`config.mk`:
```
export PLATFORM = sky130hd
export DESIGN_NAME = stream_arbiter_pkt
export DESIGN_NICKNAME = d
export VERILOG_FILES = /design/src/rtl/stream_arbiter_pkt.sv
export SDC_FILE = /design/constraint.sdc
export NUM_CORES = 1
export LEC_CHECK = 0
export BUFFER_PORTS_ARGS = -buffer_cell sky130_fd_sc_hd__buf_2
export CORE_MARGIN = 3
export CORE_UTILIZATION = 35
export DETAILED_ROUTE_END_ITERATION = 12
export GPL_ROUTABILITY_DRIVEN = 1
export PLACE_DENSITY = 0.7
export SYNTH_ARGS = -nofsm -noshare
export SYNTH_HDL_FRONTEND = slang
export SYNTH_SLANG_ARGS = --single-unit
```
`constraint.sdc`:
```
create_clock -name ACLK -period 5 [get_ports ACLK]
set_input_delay 0.25 -clock ACLK [delete_from_list [all_inputs] [get_ports ACLK]]
set_output_delay 0.25 -clock ACLK [all_outputs]
set_load 0.01 [all_outputs]
```
`src/rtl/stream_arbiter_pkt.sv`:
```
// Round-robin stream arbiter with packet locking and a 2-entry output skid buffer.
// Output beats carry the index of the input channel they came from.
module stream_arbiter_pkt #(
  parameter int DATA_WIDTH  = 32,
  parameter int INPUT_NUM   = 4,
  parameter bit PACKET_MODE = 1'b1,
  parameter int ID_WIDTH    = $clog2(INPUT_NUM)
) (
  input  logic                  ACLK,
  input  logic                  ARESET,
  input  logic [DATA_WIDTH-1:0] s_data [INPUT_NUM],
  input  logic [INPUT_NUM-1:0]  s_last,
  input  logic [INPUT_NUM-1:0]  s_valid,
  output logic [INPUT_NUM-1:0]  s_ready,
  output logic [DATA_WIDTH-1:0] m_data,
  output logic                  m_last,
  output logic [ID_WIDTH-1:0]   m_id,
  output logic                  m_valid,
  input  logic                  m_ready,
  output logic                  locked
);

  // Handshake: a beat moves on an interface in every cycle where valid && ready
  // are both high. m_* stay stable while m_valid=1 and m_ready=0. s_ready is
  // derived from the registered buffer count, never from m_ready.

  typedef enum logic {
    ST_IDLE   = 1'b0,
    ST_LOCKED = 1'b1
  } state_t;

  localparam int EW = ID_WIDTH + 1 + DATA_WIDTH;

  state_t               state_q, state_d;
  logic [ID_WIDTH-1:0]  rr_ptr_q, rr_ptr_d;
  logic [ID_WIDTH-1:0]  lock_idx_q, lock_idx_d;
  logic [EW-1:0]        buf_q [2];
  logic                 wr_ptr_q, rd_ptr_q;
  logic [1:0]           count_q;
  logic                 can_accept, push, pop, any_valid;
  logic [ID_WIDTH-1:0]  arb_idx, gnt, gnt_next, scan_idx;
  int                   idx;

  assign can_accept = (count_q < 2'd2);
  assign m_valid    = (count_q != 2'd0) && !ARESET;
  assign pop        = m_valid && m_ready;
  assign {m_id, m_last, m_data} = buf_q[rd_ptr_q];
  assign locked     = (state_q == ST_LOCKED);

  // Scan from the highest offset down so the lowest offset from rr_ptr wins.
  always_comb begin
    arb_idx   = rr_ptr_q;
    any_valid = 1'b0;
    idx       = 0;
    scan_idx  = '0;
    for (int k = INPUT_NUM - 1; k >= 0; k--) begin
      idx = int'(rr_ptr_q) + k;
      if (idx >= INPUT_NUM) idx = idx - INPUT_NUM;
      scan_idx = ID_WIDTH'(idx);
      if (s_valid[scan_idx]) begin
        arb_idx   = scan_idx;
        any_valid = 1'b1;
      end
    end
  end

  assign gnt      = (state_q == ST_LOCKED) ? lock_idx_q : arb_idx;
  assign gnt_next = (gnt == ID_WIDTH'(INPUT_NUM - 1)) ? '0 : gnt + ID_WIDTH'(1);

  always_comb begin
    state_d    = state_q;
    rr_ptr_d   = rr_ptr_q;
    lock_idx_d = lock_idx_q;
    s_ready    = '0;
    if (!ARESET && (state_q == ST_LOCKED || any_valid)) s_ready[gnt] = can_accept;
    push = s_valid[gnt] && s_ready[gnt];
    case (state_q)
      ST_IDLE: begin
        if (push) begin
          if (PACKET_MODE && !s_last[gnt]) begin
            state_d    = ST_LOCKED;
            lock_idx_d = gnt;
          end else begin
            rr_ptr_d = gnt_next;
          end
        end
      end
      ST_LOCKED: begin
        if (push && s_last[gnt]) begin
          state_d  = ST_IDLE;
          rr_ptr_d = gnt_next;
        end
      end
      default: state_d = ST_IDLE;
    endcase
  end

  always_ff @(posedge ACLK) begin
    if (ARESET) begin
      state_q    <= ST_IDLE;
      rr_ptr_q   <= '0;
      lock_idx_q <= '0;
      count_q    <= 2'd0;
      wr_ptr_q   <= 1'b0;
      rd_ptr_q   <= 1'b0;
    end else begin
      state_q    <= state_d;
      rr_ptr_q   <= rr_ptr_d;
      lock_idx_q <= lock_idx_d;
      if (push) begin
        buf_q[wr_ptr_q] <= {gnt, s_last[gnt], s_data[gnt]};
        wr_ptr_q        <= ~wr_ptr_q;
      end
      if (pop) rd_ptr_q <= ~rd_ptr_q;
      case ({push, pop})
        2'b10:   count_q <= count_q + 2'd1;
        2'b01:   count_q <= count_q - 2'd1;
        default: count_q <= count_q;
      endcase
    end
  end

endmodule

```
* Word-level counts from Yosys, hierarchy flattened
Memories as Yosys holds them, arrays and structs flattened. A register that Yosys moved wholly into a read port is not among the register bits. Index checks and enable logic that the tools add are counted.
Word-level totals: flip-flop bits (word level) 9, memory bits (writable) 70, input bits 139, output and inout bits 41, logic and storage cells 101, memories 1
Memory list:
- buf_q | words 2, width 35, read ports 1, clocked after Yosys merged registers in 1, wr ports 1, RTL line 37 | logic [EW-1:0] buf_q [2];
Cells by class: add/subtract/negate cells 10, $lt $le $gt $ge 12, equality and inequality tests 6, multiplexer cells 48, bitwise gates (word level) 6, reduce and logical (&&, ||, !) cells 12
Operator list (count):
- binary-select mux 32 bit (select 2 bit) | 1
- two-way mux 32 bit | 2
- two-way mux 2 bit | 13
- two-way mux 1 bit | 20
- less-than comparator 2 x 3 -> 1 bit, second input constant | 5
- binary-select mux 1 bit (select 2 bit) | 7
- greater-or-equal comparator 3 bit, second input constant | 4
- subtractor 2 x 1 -> 2 bit, second input constant | 5
- case mux 2 bit (2 select lines) | 2
- adder 2 x 2 -> 3 bit, second input constant | 2
- logical AND 1 bit | 6
- AND reduction 3 bit | 2
- adder 2 x 1 -> 2 bit, second input constant | 2
- AND 4 bit | 1
- == test 2 bit, second input constant | 2
- two-way mux 4 bit | 1
- inequality test 2 bit, second input constant | 2
- NOT 1 bit | 4
- nonzero test 2 bit | 2
- adder 2 x 1 -> 3 bit, second input constant | 1
- greater-or-equal comparator 2 x 3 -> 1 bit, second input constant | 1
- NOT 2 -> 3 bit | 1
- demux 1 bit (select 2 bit) | 1
- == test 2 x 1 -> 1 bit, second input constant | 1
- other kinds (6) | 6

* Longest topological paths before layout
Gate-level depths: netlist of run 1.
word-level depth 22, mapped depth 15, gate-level depth less buffers 14

* Worst setup path before layout of run 1
OpenSTA, ideal clock, no wires.
kind register to register, start register rr_ptr_q[1], end memory buf_q[0][0] (netlist bit) (enable), library setup time 427 ps, arrival time 3439 ps, data required time 4573 ps, path slack 1134 ps, stages on the path, launching flop included 13, buffers on the path 1, period minus slack after synthesis 3866 ps, path through dfxtp_1 > buf_6 > and3b_1 > nor4_2 > o31ai_4 > inv_1 > ha_1 > inv_1 > a2111oi_4 > o31ai_2 > a21oi_4 > inv_4 > nor2_1
On the way: word-level cells in the longest chain between the ends 22, elaborated cells on any way between the ends 49, classes of those cells add/sub: 7; order compare: 6; mux: 31; bitwise: 1; reduce/logical: 4
RTL lines:
- from (decl) | RTL line 35 | logic [ID_WIDTH-1:0] rr_ptr_q, rr_ptr_d;
- from (signal assigned) | RTL line 108 | rr_ptr_q <= rr_ptr_d;
- adder 2 x 2 -> 3 bit | RTL line 57 | idx = int'(rr_ptr_q) + k;
- greater-or-equal comparator 3 bit / subtractor 2 x 1 -> 2 bit (equally long branches) | RTL line 58 | if (idx >= INPUT_NUM) idx = idx - INPUT_NUM;
- two-way mux 2 bit | RTL line 58
- binary-select mux 1 bit (select 2 bit) | RTL line 60 | if (s_valid[scan_idx]) begin
- two-way mux 1 bit (implied by the code) | RTL line 60
- two-way mux 2 bit (4 in series) | RTL line 60
- two-way mux 2 bit | RTL line 67 | assign gnt = (state_q == ST_LOCKED) ? lock_idx_q : arb_idx;
- less-than comparator 2 x 3 -> 1 bit (implied by the code) / greater-or-equal comparator 2 x 1 -> 1 bit (equally long branches) | RTL line 75 | if (!ARESET && (state_q == ST_LOCKED || any_valid)) s_ready[gnt] = can_accept;
- (+3 left out)
- AND 4 bit (no source line)
- two-way mux 4 bit | RTL line 75
- binary-select mux 1 bit (select 2 bit) | RTL line 76 | push = s_valid[gnt] && s_ready[gnt];
- two-way mux 1 bit (implied by the code) | RTL line 76
- logical AND 1 bit (*) | RTL line 76
- two-way mux 1 bit (*) | RTL line 110 | if (push) begin
- two-way mux 1 bit (*) | RTL line 99 | if (ARESET) begin
- two-way mux 1 bit (implied by the code) (*) | RTL line 111 | buf_q[wr_ptr_q] <= {gnt, s_last[gnt], s_data[gnt]};
- to (decl) | RTL line 37
Every way passes the cells marked *; elsewhere a longest branch is shown, timed or not. The select of a mux whose other input is x is not followed.

* Worst setup path after layout of run 1
start register rr_ptr_q[0], end memory buf_q[0][6] (netlist bit) (enable)
Same word-level chain as after synthesis.

==> impl_results.md, run 1 <==
* Area of the multi-input gates at about 2000 um2
* Post-DP HPWL at roughly 7400 um
* Run status: completed
* R2R Path Start: rr_ptr_q[0]
* CTS root buf: clkbuf_16
* Initial antenna violation count at 0
* Crit path max-delay family: simple AND/OR/NAND/NOR gates
* Ant diodes at 0
* HP Class: input port to flop
* GPL Wtd Cong at 0.875
* Tcrit/Tclk final at 0.688
* Wirelength per Cell at between 10 and 15 um
* Maxcap violations at 0
* Final setup vio count at 0
* Share of layout cells above drive strength 1 at 0.512
* Via count at 3369
* WL final at 10100 um
* Number of flops mapped to enable cells by yosys at 70
* Fmax at roughly 0.29 GHz
* Worst path buffer plus inverter count at 2
* Worst-path clk slew at 0.06 ns
* Flops & latches, synth at 80
* Comb power frac at 0.450
* Met1 usage at 0.162
* Sw Ratio at 0.360
* Fin crit period at 3.44 ns
* FFs w/ async S/R, synth at 0
* Area grow syn2layout at 29.4%
* Internal power at just over 0.002 W
* Setup Skew at 0.0101 ns
* Nets@finish at 672
* Reg power frac at 0.371
* Yosys cell types at between 40 and 50
* Net Count, Synth at between 500 and 600
* Gr busiest metal: met2
* Max H-tree Level at 3
* Final Hold Viols at 0
* Post-CTS setup buffers at 0
* Initial drt markers at 106
* CP Data Required Time at 4.94 ns
* GR Util met2 at 0.256
* Avg Vias per Cell at 4.79
* CTS sink count at 80
* DIE WIDTH at between 100 and 150 um
* Switching power at approximately 0.0011 W
* Largest net degree at the start of global routing at 72
* Worst skew pair latency at 0.32 ns
* DRC violations left at 0
* Gate Count Post-Synth at approximately 360
* Count of port buffers added during placement at 179
* Hold path start: ARESET
* Max stage delay on crit path at 0.76 ns
* TritonRoute pass-1 iters at 4
* Clock power frac at 0.179
* Remaining Overflow, GRT at 0
* First-pass GRT wire length at 16300 um
* Row cnt at 40
* CP max stage cell: nor2_4
* Worst Path Arrival at 3.38 ns
* Maximum vdd drop at 0.355 mV
* Crit path max fanout at 35
* Initial Util at 0.361
* CTS resizes at 0
* Clock Path Buffers at 2
* Post-CTS Hold Buffers at 0
* Lkg Pwr at between 2 and 2.5 nW
* Worst Tran Pin Value at 1.01 ns
* RSZ-0062 raised after global routing: no
* Crit Path Category: flop to flop
* FF-to-FF path depth at 11
* Stages on worst setup path at 11
* # fillers at 1150
* Crit path capture type: flop
* Crit path launch: rr_ptr_q[0]
* Final setup TNS at 0 ns
* Die height at 118 um
* ANT nets after route at 0
* Final slew viol count at 0
* CTS Buf Count at 9
* Rel. slew slack at 0.324
* Die area at 13900 um2
* Number of global-route vias before repair at about 3500
* P per Cell Area at roughly 560 nW/um2
* M3 GR Usage at 0.0432
* Hold path cells at 2
* I/O pins at 180
* Cell Area, Synth at 4390 um2
* Final core occ at 0.467
* Main synth FF type: edfxtp_1
* Core ar. at 12200 um2
* Sequential share of the synthesized area at 0.524
* Yosys warns at 0
* Register Area at 2300 um2
* CP Cell Sequence: or3b_1 -> a21oi_2 -> o21ai_1 -> nand2_1 -> ha_1 -> inv_1 -> a2111oi_4 -> o31ai_2 -> a21oi_4 -> inv_4 -> nor2_4
* R2R setup slack at 1.56 ns
* Post-Synthesis Mean Instance Area at 12.2 um2
* Worst setup SP type: flop
* GRT Overall Usage at 0.142
* CTS tree: done
==> cells by family after synthesis <==
logic type	count (synthesis)	synth area share
flops	80	0.524
xor+xnor	4	0.00798
mux	100	0.247
compound gates	62	0.0920
fa+ha+maj	2	0.00570
simple gates	85	0.0932
buf+inv	28	0.0299
==> layer usage <==
metal	wire length, um	part of all wire
met5	0	0
met4	183	0.018
met3	636	0.063
met2	5090	0.51
met1	4170	0.41
==> through the flow <==
stage               setup slack, ns  power (W)  instances  hold slack [ns]  cell area [um2]
finish                         1.56    0.00319        703            0.244             5680
global route                   1.23    0.00343        703            0.256             5680
global placement               1.58    0.00262        688            0.479             5420
floorplan                      1.13    0.00222        361            0.450             4390
CTS                            1.51    0.00324        703            0.232             5680
detailed placement             1.49    0.00266        688            0.474             5420
==> synth_stat cells (all sizes together) (5+ instances only) <==
cell type,instances,area [um2]
edfxtp,70,2100
dfxtp,10,200
inv,7,28.8
nand2b,5,31.3
nand2,7,26.3
o21ai,7,35.0
clkbuf,10,37.5
nor2,47,176
buf,11,65.1
mux2i,33,330
nor3,5,25.0
mux2,67,754
a21oi,41,220
==> path summary, 6_finish.rpt <==
kind,to
setup / recovery,buf_q[0][6]
hold / removal,flop
setup reg to reg,buf_q[0][6]
hold reg to reg,lock_idx_q[1]
==> cell type report <==
class | count | share of cell area
Clock inverter | 6 | 0.00661
Sequential cell | 80 | 0.405
Inverter | 7 | 0.00506
Clock buffer | 9 | 0.0396
Tap cell | 168 | 0.0370
Timing Repair Buffer | 180 | 0.159
Multi-Input combinational cell | 253 | 0.347
==> cells in the final DEF, fill, tap and decap left out, types with 2 or more instances in the layout <==
cell          n
nand2_1       6
a211oi_1      2
edfxtp_1     70
mux2i_1      33
and2_1        2
clkinv_2      2
clkinvlp_4    2
dfxtp_1       9
nor3_1        5
nor2_1       46
a22o_1        2
inv_1         5
a21boi_1      2
mux2_2       67
nand2b_1      5
nor2b_1       2
ha_1          2
nand3_1       4
buf_2       179
o21ai_0       6
clkbuf_16     9
xnor2_1       3
nand3b_1      2
or3_1         2
a21oi_1      39
==> power groups by stage <==
stage / Sequential [W] / Combinational, W / Clock [W]
after global placement: 0.00119 / 0.00143 / 0
after floorplan: 0.00115 / 0.00107 / 0
after detailed placement: 0.00120 / 0.00146 / 0
after global routing: 0.00121 / 0.00160 / 0.000611
final: 0.00118 / 0.00143 / 0.000570
after CTS: 0.00119 / 0.00147 / 0.000585
==> registers in the layout, summed over array words and instances (netlist names), named ones only <==
signal and count:
rd_ptr_q 1, count_q 2, wr_ptr_q 1, buf_q 70, rr_ptr_q 2, lock_idx_q 2
Note: power is estimated with default switching activity, not from simulation.
==> run 2, diff against run 1 <==
--- a/config.mk
+++ b/config.mk
@@ -5,12 +5,13 @@
 export SDC_FILE = /design/constraint.sdc
 export NUM_CORES = 1
 export LEC_CHECK = 0
+export ABC_AREA = 1
 export BUFFER_PORTS_ARGS = -buffer_cell sky130_fd_sc_hd__buf_2
 export CORE_MARGIN = 3
 export CORE_UTILIZATION = 35
 export DETAILED_ROUTE_END_ITERATION = 12
 export GPL_ROUTABILITY_DRIVEN = 1
-export PLACE_DENSITY = 0.7
+export PLACE_DENSITY = 0.71
 export SYNTH_ARGS = -nofsm -noshare
 export SYNTH_HDL_FRONTEND = slang
 export SYNTH_SLANG_ARGS = --single-unit
==> constraint.sdc (replaced) <==
create_clock -name ACLK -period 3.5 [get_ports ACLK]
set_input_delay 0.175 -clock ACLK [delete_from_list [all_inputs] [get_ports ACLK]]
set_output_delay 0.175 -clock ACLK [all_outputs]
set_load 0.01 [all_outputs]
==> run 2 against run 1 <==
Non-clock buffer count grew 9. Cell count rose by 8.8%. Final area shrank 1.0%. Largest power group unchanged. First-iteration DRC count is 40% higher. Via count is 14% higher. Sequential cell count did not move. Combinational power grew 89%. Sequential power increased by 47%.
==> impl_results.md, run 2 <==
* Core ar. at 11700 um2 (-3.7%)
* Post-DP HPWL at 8510 um (+15%)
* Crit path capture type: flop
* Final Hold Viols at 0 (unchanged)
* Gate Count Post-Synth at 443 (+23%)
* Switching power at 0.00222 W (+93%)
* CTS Buf Count at 9 (unchanged)
* Largest net degree at the start of global routing at 49 (-32%)
* Placed insts at 749 (+8.9%)
* Crit path max fanout at 8 (-77%)
* Number of global-route vias before repair at 3709 (+6.9%)
* CP max stage cell: dfxtp_1
* Clock Path Buffers at 2 (unchanged)
* WL final at 11500 um (+14%)
* Yosys cell types at 31 (-35%)
* DIE WIDTH at 117 um (-1.1%)
* Wirelength per Cell at 15.0 um (+4.6%)
* Remaining Overflow, GRT at 0 (unchanged)
* Final setup TNS at 0 ns (unchanged)
* Max stage delay on crit path at 0.53 ns (-0.23 ns)
* Tcrit/Tclk final at 0.890 (+0.202)
* Worst setup SP type: flop
* Flops & latches, synth at 80 (unchanged)
* Largest Register: buf_q
* Maximum vdd drop at 0.526 mV (+48%)
* CP Cell Sequence: nand2_1 -> nand3_1 -> nand2_1 -> inv_2 -> nand2_1 -> nand2_2 -> nand2_1 -> nand2_2 -> nand3_4 -> nand2_1 -> ha_1 -> nand2_1 -> nor2_1 -> nand2_1 -> nand2_1 -> nand2_1 -> nand2_1 -> inv_2 -> ha_1 -> o21bai_1 -> a21oi_1 -> o21ai_0 -> a21oi_1
* Lkg Pwr at 2.44 nW (+7.5%)
* Max H-tree Level at 3 (unchanged)
* Sw Ratio at 0.411 (+0.0510)
* Post-Synthesis Mean Instance Area at 9.69 um2 (-20%)
* Die area at 13600 um2 (-2.1%)
* Yosys top cell area share at 0.490 (+0.0109)
* Initial antenna violation count at 0 (unchanged)
* Setup Skew at 0.0122 ns (+0.00214 ns)
* Net Count, Synth at 584 (+16%)
* Clock power frac at 0.179 (about the same)
* Worst skew pair latency at 0.32 ns (about the same)
* Avg Vias per Cell at 5.02 (+4.7%)
* Crit path max-delay family: simple AND/OR/NAND/NOR gates
* Final core occ at 0.480 (+0.0131)
* Comb power frac at 0.500 (+0.050)
* Number of flops mapped to enable cells by yosys at 70 (unchanged)
* RSZ-0062 raised after global routing: no
* TritonRoute pass-1 iters at 4 (unchanged)
* Worst path buffer plus inverter count at 2 (unchanged)
* FFs w/ async S/R, synth at 0 (unchanged)
* Post-CTS Hold Buffers at 0 (unchanged)
* Reg power frac at 0.320 (-0.051)
* Worst Path Arrival at 3.37 ns (about the same)
* HP Class: input port to flop
* CTS tree: done
* Final setup vio count at 0 (unchanged)
* DRC violations left at 0 (unchanged)
* Placement Setup Slack at 0.441 ns (-1.05 ns)
* Run status: completed
* Fmax at 0.321 GHz (+11%)
* Worst Tran Pin Value at 0.844 ns (-0.168 ns)
* Initial Util at 0.367 (+0.00556)
* CTS sink count at 80 (unchanged)
* Count of port buffers added during placement at 179 (unchanged)
* Cell Area, Synth at 4290 um2 (-2.2%)
* P per Cell Area at 960 nW/um2 (+71%)
* CTS root buf: clkbuf_16
* Overall power at 0.00540 W (+69%)
* Crit Path Category: flop to flop
* GRT Overall Usage at 0.161 (+0.0186)
* Largest register FFs at 70 (unchanged)
* I/O pins at 180 (unchanged)
* Row cnt at 39 (-2.5%)
* Final slew viol count at 0 (unchanged)
* Count leader, synth: nor2_1
* Commonest cells after routing, fill and taps aside: 179 x buf_2, 75 x nor2_1, 70 x edfxtp_1
* Sequential share of the synthesized area at 0.536 (+0.0119)
* Rel. slew slack at 0.437 (+0.113)
* Most frequent cells after synthesis: 76 x nor2_1, 70 x edfxtp_1, 67 x o21ai_0
* Non-Filler Instances at 765 (+8.8%)
* Internal power at 0.00318 W (+56%)
* Fin crit period at 3.11 ns (-0.327 ns)
* Via count at 3837 (+14%)
* Share of layout cells above drive strength 1 at 0.426 (-0.0861)
* Nets@finish at 758 (+13%)
* Maxcap violations at 0 (unchanged)
* Worst-path clk slew at 0.06 ns (about the same)
* Yosys warns at 0 (unchanged)
* ANT nets after route at 0 (unchanged)
* Ant diodes at 0 (unchanged)
* Initial drt markers at 148 (+40%)
* Most common cell after layout, fill and taps aside: buf_2
* Worst setup margin at 0.385 ns (-1.17 ns)
* Cell taking the most area after synthesis: edfxtp_1
* Post-CTS setup buffers at 0 (unchanged)
* Die height at 117 um (-1.1%)
* CP Data Required Time at 3.75 ns (-1.19 ns)
* GPL Wtd Cong at 0.893 (+2.0%)
* Main synth FF type: edfxtp_1
* Worst path most repeated cell: nand2_1
* CTS resizes at 0 (unchanged)
* Top post-synthesis cells by area: edfxtp_1 49%, mux2_2 9.2%, o21ai_0 7.8%, nor2_1 6.6%, dfxtp_1 4.7%
* Area grow syn2layout at 31.0%
* First-pass GRT wire length at 17100 um (+5.1%)
[run 2: cell count changes in the layout (fill, tap and decap cells not counted), moves of 9 or more]
cell,before,now
a21oi_1,39,7
buf_4,1,10
inv_1,5,20
mux2_2,67,35
mux2i_1,33,0
nand2_1,6,48
nand2_2,0,9
nand3_1,4,19
nor2_1,46,75
o21ai_0,6,67
o22ai_1,1,32
[run 2: final cells by class]
type	count	area [um2]
Inverter	28	113
Timing Repair Buffer	189	971
Tap cell	143	179
Clock inverter	5	81.3
Clock buffer	11	233
Sequential cell	80	2300
Fill cell	1070	6090
Multi-Input combinational cell	309	1750
[run 2: worst reg2reg max path: stages (launching register included)]
cell,delay (ns)
dfxtp_1,0.53
nand2_1,0.18
nand3_1,0.16
nand2_1,0.09
inv_2,0.05
nand2_1,0.06
nand2_2,0.09
nand2_1,0.07
nand2_2,0.09
nand3_4,0.11
nand2_1,0.09
ha_1,0.16
nand2_1,0.08
nor2_1,0.10
nand2_1,0.05
nand2_1,0.06
nand2_1,0.05
nand2_1,0.10
inv_2,0.08
ha_1,0.32
o21bai_1,0.17
a21oi_1,0.17
o21ai_0,0.10
a21oi_1,0.12
[run 2: power by group through the flow]
stage / clock, W / sequential [W] / combinational, W
after floorplan: 0 / 0.00170 / 0.00198
after global placement: 0 / 0.00174 / 0.00262
after detailed placement: 0 / 0.00175 / 0.00273
after CTS: 0.000990 / 0.00174 / 0.00274
after global routing: 0.00103 / 0.00176 / 0.00304
final: 0.000968 / 0.00173 / 0.00270
[run 2: final timing paths]
check	from	end	slack, ns	depth (start not counted)
min	ARESET	flop	0.08	2
max reg2reg	rr_ptr_q[0]	count_q[1]	0.39	23
max	rr_ptr_q[0]	count_q[1]	0.39	23
min reg2reg	count_q[1]	count_q[1]	0.47	1
[run 2: per-stage QoR]
step           cell area [um2]  hold slack [ns]
4_1_cts                   5630           0.0686
5_1_grt                   5630           0.0826
3_5_place_dp              5310            0.411
2_1_floorplan             4300            0.247
6_report                  5630           0.0768
3_3_place_gp              5310            0.404
[run 2: logic make-up (layout without fill, tap and decap cells)]
family,Yosys count,after routing,share of synthesized area
AO/OA/AOI/OAI,110,110,0.142
flip-flops,80,80,0.536
buffers and inverters,54,233,0.0591
multiplexers,35,35,0.0918
AND/OR/NAND/NOR,161,161,0.163
adder cells (fa/ha/maj),2,2,0.00583
XOR/XNOR,1,1,0.00204
[run 2: layer usage]
metal / vias up / share of wire / global-route usage
li1: 1911 / - / -
met1: 1746 / 0.40 / 0.185
met2: 163 / 0.51 / 0.302
met3: 17 / 0.078 / 0.0269
met4: 0 / 0.014 / 0.0520
met5: - / 0 / 0
==> run 3, diff against run 2 <==
--- a/config.mk
+++ b/config.mk
@@ -11,6 +11,7 @@
 export CORE_UTILIZATION = 35
 export DETAILED_ROUTE_END_ITERATION = 12
 export GPL_ROUTABILITY_DRIVEN = 1
+export MAX_ROUTING_LAYER = met4
 export PLACE_DENSITY = 0.71
 export SYNTH_ARGS = -nofsm -noshare
 export SYNTH_HDL_FRONTEND = slang
==> run 3 against run 2 <==
Via count up 0.23%. Register-to-register slack about the same. Total power barely moved. Sequential share of layout area did not move. First-iteration DRC count shrank 2.0%. Worst hold slack got worse by 0.0012 ns. Clock-buffer cell count unchanged. Critical path type unchanged.
==> impl_results.md, run 3 (synthesized netlist as in run 2, its figures left out) <==
* Wirelength per Cell at 15.0 um (-0.21%)
* DIE WIDTH at 117 um (unchanged)
* Area grow syn2layout at 31.0% (unchanged)
* Worst Tran Pin Value at 0.837 ns (-0.00691 ns)
* CTS sink count at 80 (unchanged)
* DRC violations left at 0 (unchanged)
* Avg Vias per Cell at 5.03 (+0.23%)
* Maxcap violations at 0 (unchanged)
* Largest register FFs at 70 (unchanged)
* Maximum vdd drop at 0.522 mV (-0.72%)
* ANT nets after route at 0 (unchanged)
* Worst path buffer plus inverter count at 2 (unchanged)
* Setup Skew at 0.0120 ns (-0.000251 ns)
* TritonRoute pass-1 iters at 4 (unchanged)
* Lkg Pwr at 2.44 nW (unchanged)
* GPL Wtd Cong at 0.908 (+1.7%)
* Max H-tree Level at 3 (unchanged)
* Initial antenna violation count at 0 (unchanged)
* Placement Setup Slack at 0.441 ns (unchanged)
* Worst setup SP type: flop
* Ant diodes at 0 (unchanged)
* Clock power frac at 0.179 (about the same)
* CP Data Required Time at 3.76 ns (about the same)
* Worst setup margin at 0.381 ns (-0.00366 ns)
* Comb power frac at 0.500 (about the same)
* FF-to-FF path depth at 23 (unchanged)
* # fillers at 1070 (unchanged)
* Worst Path Arrival at 3.37 ns (about the same)
* CTS resizes at 0 (unchanged)
* CTS Buf Count at 9 (unchanged)
* Worst path most repeated cell: nand2_1
* Hold Slack at 0.0756 ns (-0.00120 ns)
* Commonest cells after routing, fill and taps aside: 179 x buf_2, 75 x nor2_1, 70 x edfxtp_1
* Final setup TNS at 0 ns (unchanged)
* Worst skew pair latency at 0.32 ns (about the same)
* Final setup vio count at 0 (unchanged)
* Fin crit period at 3.12 ns (+0.00366 ns)
* CP max stage cell: dfxtp_1
* Internal power at 0.00318 W (about the same)
* GRT Overall Usage at 0.166 (+0.00476)
* I/O pins at 180 (unchanged)
* FF-to-FF End: count_q[1]
* Tcrit/Tclk final at 0.891 (+0.00105)
* Crit Path Category: flop to flop
* Switching power at 0.00222 W (about the same)
* Number of global-route vias before repair at 3712 (+0.081%)
* Final slew viol count at 0 (unchanged)
* Nets@finish at 758 (unchanged)
* Post-CTS setup buffers at 0 (unchanged)
* Worst-path clk slew at 0.06 ns (about the same)
* Clock Path Buffers at 2 (unchanged)
* Sw Ratio at 0.411 (about the same)
* P per Cell Area at 960 nW/um2 (about the same)
* Share of layout cells above drive strength 1 at 0.426 (unchanged)
* CP Cell Sequence: nand2_1 -> nand3_1 -> nand2_1 -> inv_2 -> nand2_1 -> nand2_2 -> nand2_1 -> nand2_2 -> nand3_4 -> nand2_1 -> ha_1 -> nand2_1 -> nor2_1 -> nand2_1 -> nand2_1 -> nand2_1 -> nand2_1 -> inv_2 -> ha_1 -> o21bai_1 -> a21oi_1 -> o21ai_0 -> a21oi_1
* Reg power frac at 0.320 (about the same)
* Initial drt markers at 145 (-2.0%)
* Run status: completed
* Fmax at 0.321 GHz (-0.12%)
* Row cnt at 39 (unchanged)
* Final Hold Viols at 0 (unchanged)
* Count of port buffers added during placement at 179 (unchanged)
* Final core occ at 0.480 (unchanged)
* Core ar. at 11700 um2 (unchanged)
* Most common cell after layout, fill and taps aside: buf_2
* CTS root buf: clkbuf_16
* Initial Util at 0.367 (unchanged)
* RSZ-0062 raised after global routing: no
* Final instance area at 5630 um2 (unchanged)
* Crit path capture type: flop
* Remaining Overflow, GRT at 0 (unchanged)
* Rel. slew slack at 0.442 (+0.00461)
* Area of the multi-input gates at 1750 um2 (unchanged)
* Via count at 3846 (+0.23%)
* Hold path start: ARESET
* First-pass GRT wire length at 17100 um (-0.12%)
* HP Class: input port to flop
* Hold path cells at 2 (unchanged)
* Post-DP HPWL at 8510 um (unchanged)
* CTS tree: done
* R2R setup slack at 0.38 ns (about the same)
* WL final at 11400 um (-0.21%)
* Die area at 13600 um2 (unchanged)
* Die height at 117 um (unchanged)
* R2R Path Start: rr_ptr_q[0]
* Largest Register: buf_q
* Register Area at 2300 um2 (unchanged)
* Crit path max-delay family: simple AND/OR/NAND/NOR gates
* Crit path max fanout at 8 (unchanged)
* Largest net degree at the start of global routing at 49 (unchanged)
* Post-CTS Hold Buffers at 0 (unchanged)
* Max stage delay on crit path at 0.53 ns (about the same)
* Area after DPL at 5310 um2 (unchanged)
## run 3: cell counts in the layout (fill, tap and decap cells not counted)
No cell type changed its count.
## run 3: power groups by stage
stage | Sequential [W] | Clock, W | Combinational, W
after floorplan | 0.00170 | 0 | 0.00198
final | 0.00173 | 0.000969 | 0.00270
after global placement | 0.00174 | 0 | 0.00262
after detailed placement | 0.00175 | 0 | 0.00273
after global routing | 0.00176 | 0.00103 | 0.00304
after CTS | 0.00174 | 0.000990 | 0.00274
## run 3: cell type report
cell class                 count  share of cell area
clock inverter                 5              0.0145
clock buffer                  11              0.0414
multi-input combinational    309               0.310
sequential                    80               0.409
inverter                      28              0.0200
timing repair buffer         189               0.173
tap                          143              0.0318
## run 3: worst max-delay path by stage
stage / from / end / cells past startpoint
finish: rr_ptr_q[0] / count_q[1] / 23
global route: rr_ptr_q[0] / count_q[1] / 23
global placement: rr_ptr_q[0] / count_q[1] / 23
floorplan: rr_ptr_q[0] / buf_q[1][0] / 23
CTS: rr_ptr_q[0] / count_q[1] / 23
detailed placement: rr_ptr_q[0] / count_q[1] / 23
## run 3: layer usage
layer	share of wire	wire length, um	vias up	track usage
met1	0.41	4680	1764	0.186
met5	0	0	-	-
li1	-	-	1910	-
met2	0.51	5830	157	0.301
met3	0.070	799	15	0.0244
met4	0.012	136	0	0.0520
## run 3: worst register-to-register path, delay by kind of cell, from the launching register on
family | cells | cell delay, ns
AO/OA/AOI/OAI | 4 | 0.56
buffers and inverters | 2 | 0.13
adder cells (fa/ha/maj) | 2 | 0.48
AND/OR/NAND/NOR | 15 | 1.38
flip-flops | 1 | 0.53
## run 3: through the flow
step | instances | power (W)
after floorplan | 443 | 0.00368
after global placement | 749 | 0.00436
after detailed placement | 749 | 0.00448
after CTS | 765 | 0.00547
after global routing | 765 | 0.00583
final | 765 | 0.00540
